==> src/rtl/nibble_adder_pkg.sv <==
// Shared FSM state encoding and slice width for the nibble-serial adder.
package nibble_adder_pkg;

  localparam int SLICE_W = 4;

  typedef enum logic [1:0] {
    IDLE = 2'd0,
    RUN  = 2'd1,
    DONE = 2'd2
  } state_t;

endpackage

==> src/rtl/rca4_slice.sv <==
// 4-bit ripple-carry adder built from full adders. Also exposes the carry
// into the top bit so the parent can form two's-complement overflow.
module rca4_slice
  import nibble_adder_pkg::*;
(
  input  logic [SLICE_W-1:0] a,
  input  logic [SLICE_W-1:0] b,
  input  logic               cin,
  output logic [SLICE_W-1:0] sum,
  output logic               c_msb,
  output logic               cout
);

  logic [SLICE_W:0] c;

  // Full-adder chain, LSB to MSB.
  always_comb begin
    c    = '0;
    sum  = '0;
    c[0] = cin;
    for (int i = 0; i < SLICE_W; i++) begin
      sum[i]  = a[i] ^ b[i] ^ c[i];
      c[i+1]  = (a[i] & b[i]) | (c[i] & (a[i] ^ b[i]));
    end
  end

  assign c_msb = c[SLICE_W-1];
  assign cout  = c[SLICE_W];

endmodule

==> src/rtl/nibble_serial_adder.sv <==
// Serial W-bit adder: one nibble per cycle through a single 4-bit slice,
// valid/ready handshake on both sides, one operation in flight at a time.
module nibble_serial_adder
  import nibble_adder_pkg::*;
#(
  parameter int W = 16
) (
  input  logic         clk,
  input  logic         rst_n,
  input  logic         in_valid,
  output logic         in_ready,
  input  logic [W-1:0] a,
  input  logic [W-1:0] b,
  input  logic         cin,
  output logic         out_valid,
  input  logic         out_ready,
  output logic [W-1:0] sum,
  output logic         cout,
  output logic         ovf
);

  localparam int NIBBLES = W / SLICE_W;
  localparam int IDX_W   = (NIBBLES > 1) ? $clog2(NIBBLES) : 1;
  localparam logic [IDX_W-1:0] LAST_IDX = IDX_W'(NIBBLES - 1);

  state_t             state, state_next;
  logic [IDX_W-1:0]   idx;
  logic [W-1:0]       a_q, b_q;
  logic               carry;
  logic [W-1:0]       sum_q;
  logic               ovf_q;
  logic               accept;
  logic               last;

  logic [SLICE_W-1:0] slice_sum;
  logic               slice_c_msb;
  logic               slice_cout;

  assign last = (idx == LAST_IDX);

  rca4_slice u_slice (
    .a     (a_q[SLICE_W*int'(idx) +: SLICE_W]),
    .b     (b_q[SLICE_W*int'(idx) +: SLICE_W]),
    .cin   (carry),
    .sum   (slice_sum),
    .c_msb (slice_c_msb),
    .cout  (slice_cout)
  );

  // State register.
  always_ff @(posedge clk or negedge rst_n) begin
    if (!rst_n) state <= IDLE;
    else        state <= state_next;
  end

  // Next-state and handshake outputs.
  always_comb begin
    state_next = state;
    in_ready   = 1'b0;
    out_valid  = 1'b0;
    accept     = 1'b0;
    unique case (state)
      IDLE: begin
        in_ready = 1'b1;
        if (in_valid) begin
          accept     = 1'b1;
          state_next = RUN;
        end
      end
      RUN: begin
        if (last) state_next = DONE;
      end
      DONE: begin
        out_valid = 1'b1;
        if (out_ready) state_next = IDLE;
      end
      default: state_next = IDLE;
    endcase
  end

  // Operand capture and per-nibble accumulation; results hold in DONE/IDLE.
  always_ff @(posedge clk or negedge rst_n) begin
    if (!rst_n) begin
      idx   <= '0;
      a_q   <= '0;
      b_q   <= '0;
      carry <= 1'b0;
      sum_q <= '0;
      ovf_q <= 1'b0;
    end else if (accept) begin
      a_q   <= a;
      b_q   <= b;
      carry <= cin;
      idx   <= '0;
    end else if (state == RUN) begin
      sum_q[SLICE_W*int'(idx) +: SLICE_W] <= slice_sum;
      carry <= slice_cout;
      idx   <= idx + 1'b1;
      if (last) ovf_q <= slice_c_msb ^ slice_cout;
    end
  end

  assign sum  = sum_q;
  assign cout = carry;
  assign ovf  = ovf_q;

endmodule

==> config.mk <==
export PLATFORM = sky130hd
export DESIGN_NAME = nibble_serial_adder
export DESIGN_NICKNAME = d
export VERILOG_FILES = /design/src/rtl/nibble_adder_pkg.sv /design/src/rtl/rca4_slice.sv /design/src/rtl/nibble_serial_adder.sv
export SDC_FILE = /design/constraint.sdc
export NUM_CORES = 1
export LEC_CHECK = 0
export ABC_AREA = 1
export BUFFER_PORTS_ARGS = -buffer_cell sky130_fd_sc_hd__buf_2
export CAP_MARGIN = 0
export CELL_PAD_IN_SITES_DETAIL_PLACEMENT = 0
export CELL_PAD_IN_SITES_GLOBAL_PLACEMENT = 2
export CORE_MARGIN = 5
export CORE_UTILIZATION = 29
export CTS_CLUSTER_DIAMETER = 200
export DETAILED_ROUTE_END_ITERATION = 16
export GPL_TIMING_DRIVEN = 0
export HOLD_SLACK_MARGIN = 0.06
export MAX_ROUTING_LAYER = met4
export PLACE_DENSITY = 0.82
export SYNTH_ARGS = -nofsm -noshare
export SYNTH_HDL_FRONTEND = slang
export SYNTH_HIERARCHICAL = 1
export SYNTH_SLANG_ARGS = --single-unit
==> constraint.sdc <==
create_clock -name clk -period 2.7 [get_ports clk]
set_input_delay 0.27 -clock clk [delete_from_list [all_inputs] [get_ports clk]]
set_output_delay 0.27 -clock clk [all_outputs]
set_load 0.005 [all_outputs]
==> run metrics <==
Setup CP Type reg2reg; Cell Area, Synth 2800 um2; port bufs 55; DR vias 2378; f_max 368 MHz; All-Layer GR Usage 13.2%; leakage power 0.00196 uW; largest net degree at the start of global routing 55; nets@finish 461; Finish-stage setup viols 4; routed vias/inst 4.36; initial antenna violation count 0; worst skew pair latency 0.31 ns; Post-synth EDFFs 0; Sinks on Clock Net 54; Final Max Tran Viols 0; Clock Tree Buf Depth 2; grt ovf 0; Required @ worst endpoint 2.95 ns; Clock Skews 0.00820 ns; total number of yosys warnings 6; worst min path class in2reg; Worst Tran Pin Value 0.698 ns; Syn Nets 382; WL per Instance 12.9 um; clk root buf clkbuf_8; Worst-path clk slew 0.09 ns; CP Capture Type flip-flop; worst path bufs/invs 4; CTS tree yes; final hold vios 0; First-pass DRT Iterations 4; WL met3 285 um; routability cong. 0.779; ys flop type dfrtp_1; post-DP HPWL 5070 um; Die Area 11700 um2; crit path DAT 2.97 ns; Rows 35; Pwr Total 4560 uW; DRC 0; first-pass GRT wire length 12000 um; Num CTS Buffers 5; CP max stage cell fa_2; M1 wire length 3280 um; FF+latch count, synth 54; commonest cells in the netlist nand2_1, dfrtp_1, nand3_1, inv_1, o211ai_1; CP startpoint kind flip-flop; Gate Count Post-Synth 336; Setup WS post-layout -0.0169 ns; max layer used met4; Syn-to-layout area delta 26.5%; maximum VDD drop 0.000392 V; Final ANT Viol Nets 0; Cell Chain, Critical Path clkinv_4 > buf_8 > o211ai_1 > nand2_1 > fa_2 > inv_2 > fa_2 > fa_2 > inv_2 > fa_2 > nand2_2 > nor2_4 > nand2_1 > nand2_1; DRT Wirelength 7020 um; Fillers 1024; status finished, violations left; Die Y 108 um; post-synthesis sequential area ratio 48.2%; Slew headroom 53.5%; Min Clock Period, post-route 2.72 ns; Max-Cap Viols 0; # IOs 57; CP delay by family, top adder cells; synth top area cells dfrtp_1, nand2_1, nand3_1, o211ai_1, inv_1; most frequent cell after synthesis nand2_1; P per Cell Area 1290 nW/um2; Antenna diodes 0; crit-path max FO 7; width of the die 108 um; setup_tns -0.0561 ns; RSZ-0062 raised after global routing yes; DRT iter0 DRCs 114; share of layout cells above drive strength 1 28.8%; CP max stage delay 0.55 ns; met2 wire len 3410 um; Yosys cell types 22; violated checks negative setup slack; crit share post-route 101%; top cell type's share of synthesized area 48.2%; via count of the first global-routing pass 2465; core area 9330 um2; Synth area leader dfrtp_1; Initial Utilization 30.0%; CP most frequent cell fa_2; CTS H-tree lvls 2; post-synthesis area per instance 8.34 um2; Async SR Flop Fraction 100%
## cells in the final DEF, fill, tap and decap left out, types with 3 or more instances in the layout
cell type and count:
clkbuf_8 6, o211ai_1 16, nand3_4 4, buf_4 18, inv_1 27, nor2_1 8, buf_6 7, o21ai_0 5
fa_2 4, nand2_1 144, nand2_2 6, buf_2 58, dfrtp_1 53, buf_8 3, nand3_1 35, ha_1 5
## state kept, by name, summed over array words and instances, names as in the netlist
name,flops
state,2
sum,16
a_q,16
cout,1
ovf,1
idx,2
b_q,16
## metrics by stage
stage	setup slack, ns	hold slack, ns	area (um2)	cells	util (%)
2_1_floorplan	0.0238	-0.0256	2800	336	-
3_3_place_gp	-0.506	0.456	3240	520	34.7
3_5_place_dp	-0.539	0.458	3240	520	34.7
4_1_cts	-0.0300	0.134	3490	541	37.4
5_1_grt	-0.153	0.135	3550	545	38.0
6_report	-0.0169	0.143	3550	545	38.0
## worst reg2reg max path: cells and delay by family, from the launching register on
family	cells	cell delay [ns]
flops	1	0.40
simple gates	5	0.41
compound gates	1	0.18
buf+inv	4	0.36
fa+ha+maj	4	1.31
## final timing paths
kind | end | slack, ns | cells past startpoint | from
setup reg to reg | sum[15]$_DFFE_PN0P_ | -0.02 | 14 | idx[0]$_DFFE_PN0P_
min in group asynchronous | sum[14]$_DFFE_PN0P_ | 0.53 | 2 | rst_n
setup / recovery | sum[15]$_DFFE_PN0P_ | -0.02 | 14 | idx[0]$_DFFE_PN0P_
hold reg to reg | sum[7]$_DFFE_PN0P_ | 0.48 | 2 | sum[7]$_DFFE_PN0P_
max in group asynchronous | idx[0]$_DFFE_PN0P_ | 1.64 | 2 | rst_n
hold / removal | state[1]$_DFFE_PN0P_ | 0.14 | 2 | out_ready
## what timing repair did
action / in CTS / in global routing
hold buffers: 0 / 1
pin swaps: 7 / 2
hold endpoints to repair: 0 / 26
gates resized for setup: 21 / 6
endpoints found under the setup margin: 13 / 5
setup buffers: 13 / 3
## layer usage
metal  vias up  track usage, %
met1      1117            17.6
met5         -               -
met2        49            21.0
met4         0            2.71
met3         5            2.69
li1       1207               -
## power breakdown
group          leakage [uW]  internal (uW)  switching (uW)  total (uW)
Combinational       0.00122           1190            1550        2740
Sequential         0.000691           1150             200        1350
Clock             0.0000482            208             260         467
Total               0.00196           2550            2010        4560
## kinds of logic after synthesis
family | synth area share, %
simple gates | 32.0
xor+xnor | 0.313
compound gates | 5.45
buf+inv | 8.93
fa+ha+maj | 5.09
flops | 48.2
## cell type report
| type | instances | area (um2) | share of cell area (%) |
|---|---|---|---|
| sequential | 54 | 1350 | 38.1 |
| inverter | 32 | 140 | 3.95 |
| tap | 129 | 161 | 4.55 |
| clock inverter | 1 | 5.00 | 0.141 |
| timing repair buffer | 72 | 408 | 11.5 |
| clock buffer | 7 | 86.3 | 2.43 |
| buffer | 15 | 151 | 4.27 |
| multi-input combinational | 235 | 1240 | 35.0 |
Note: power is estimated with default switching activity, not from simulation.
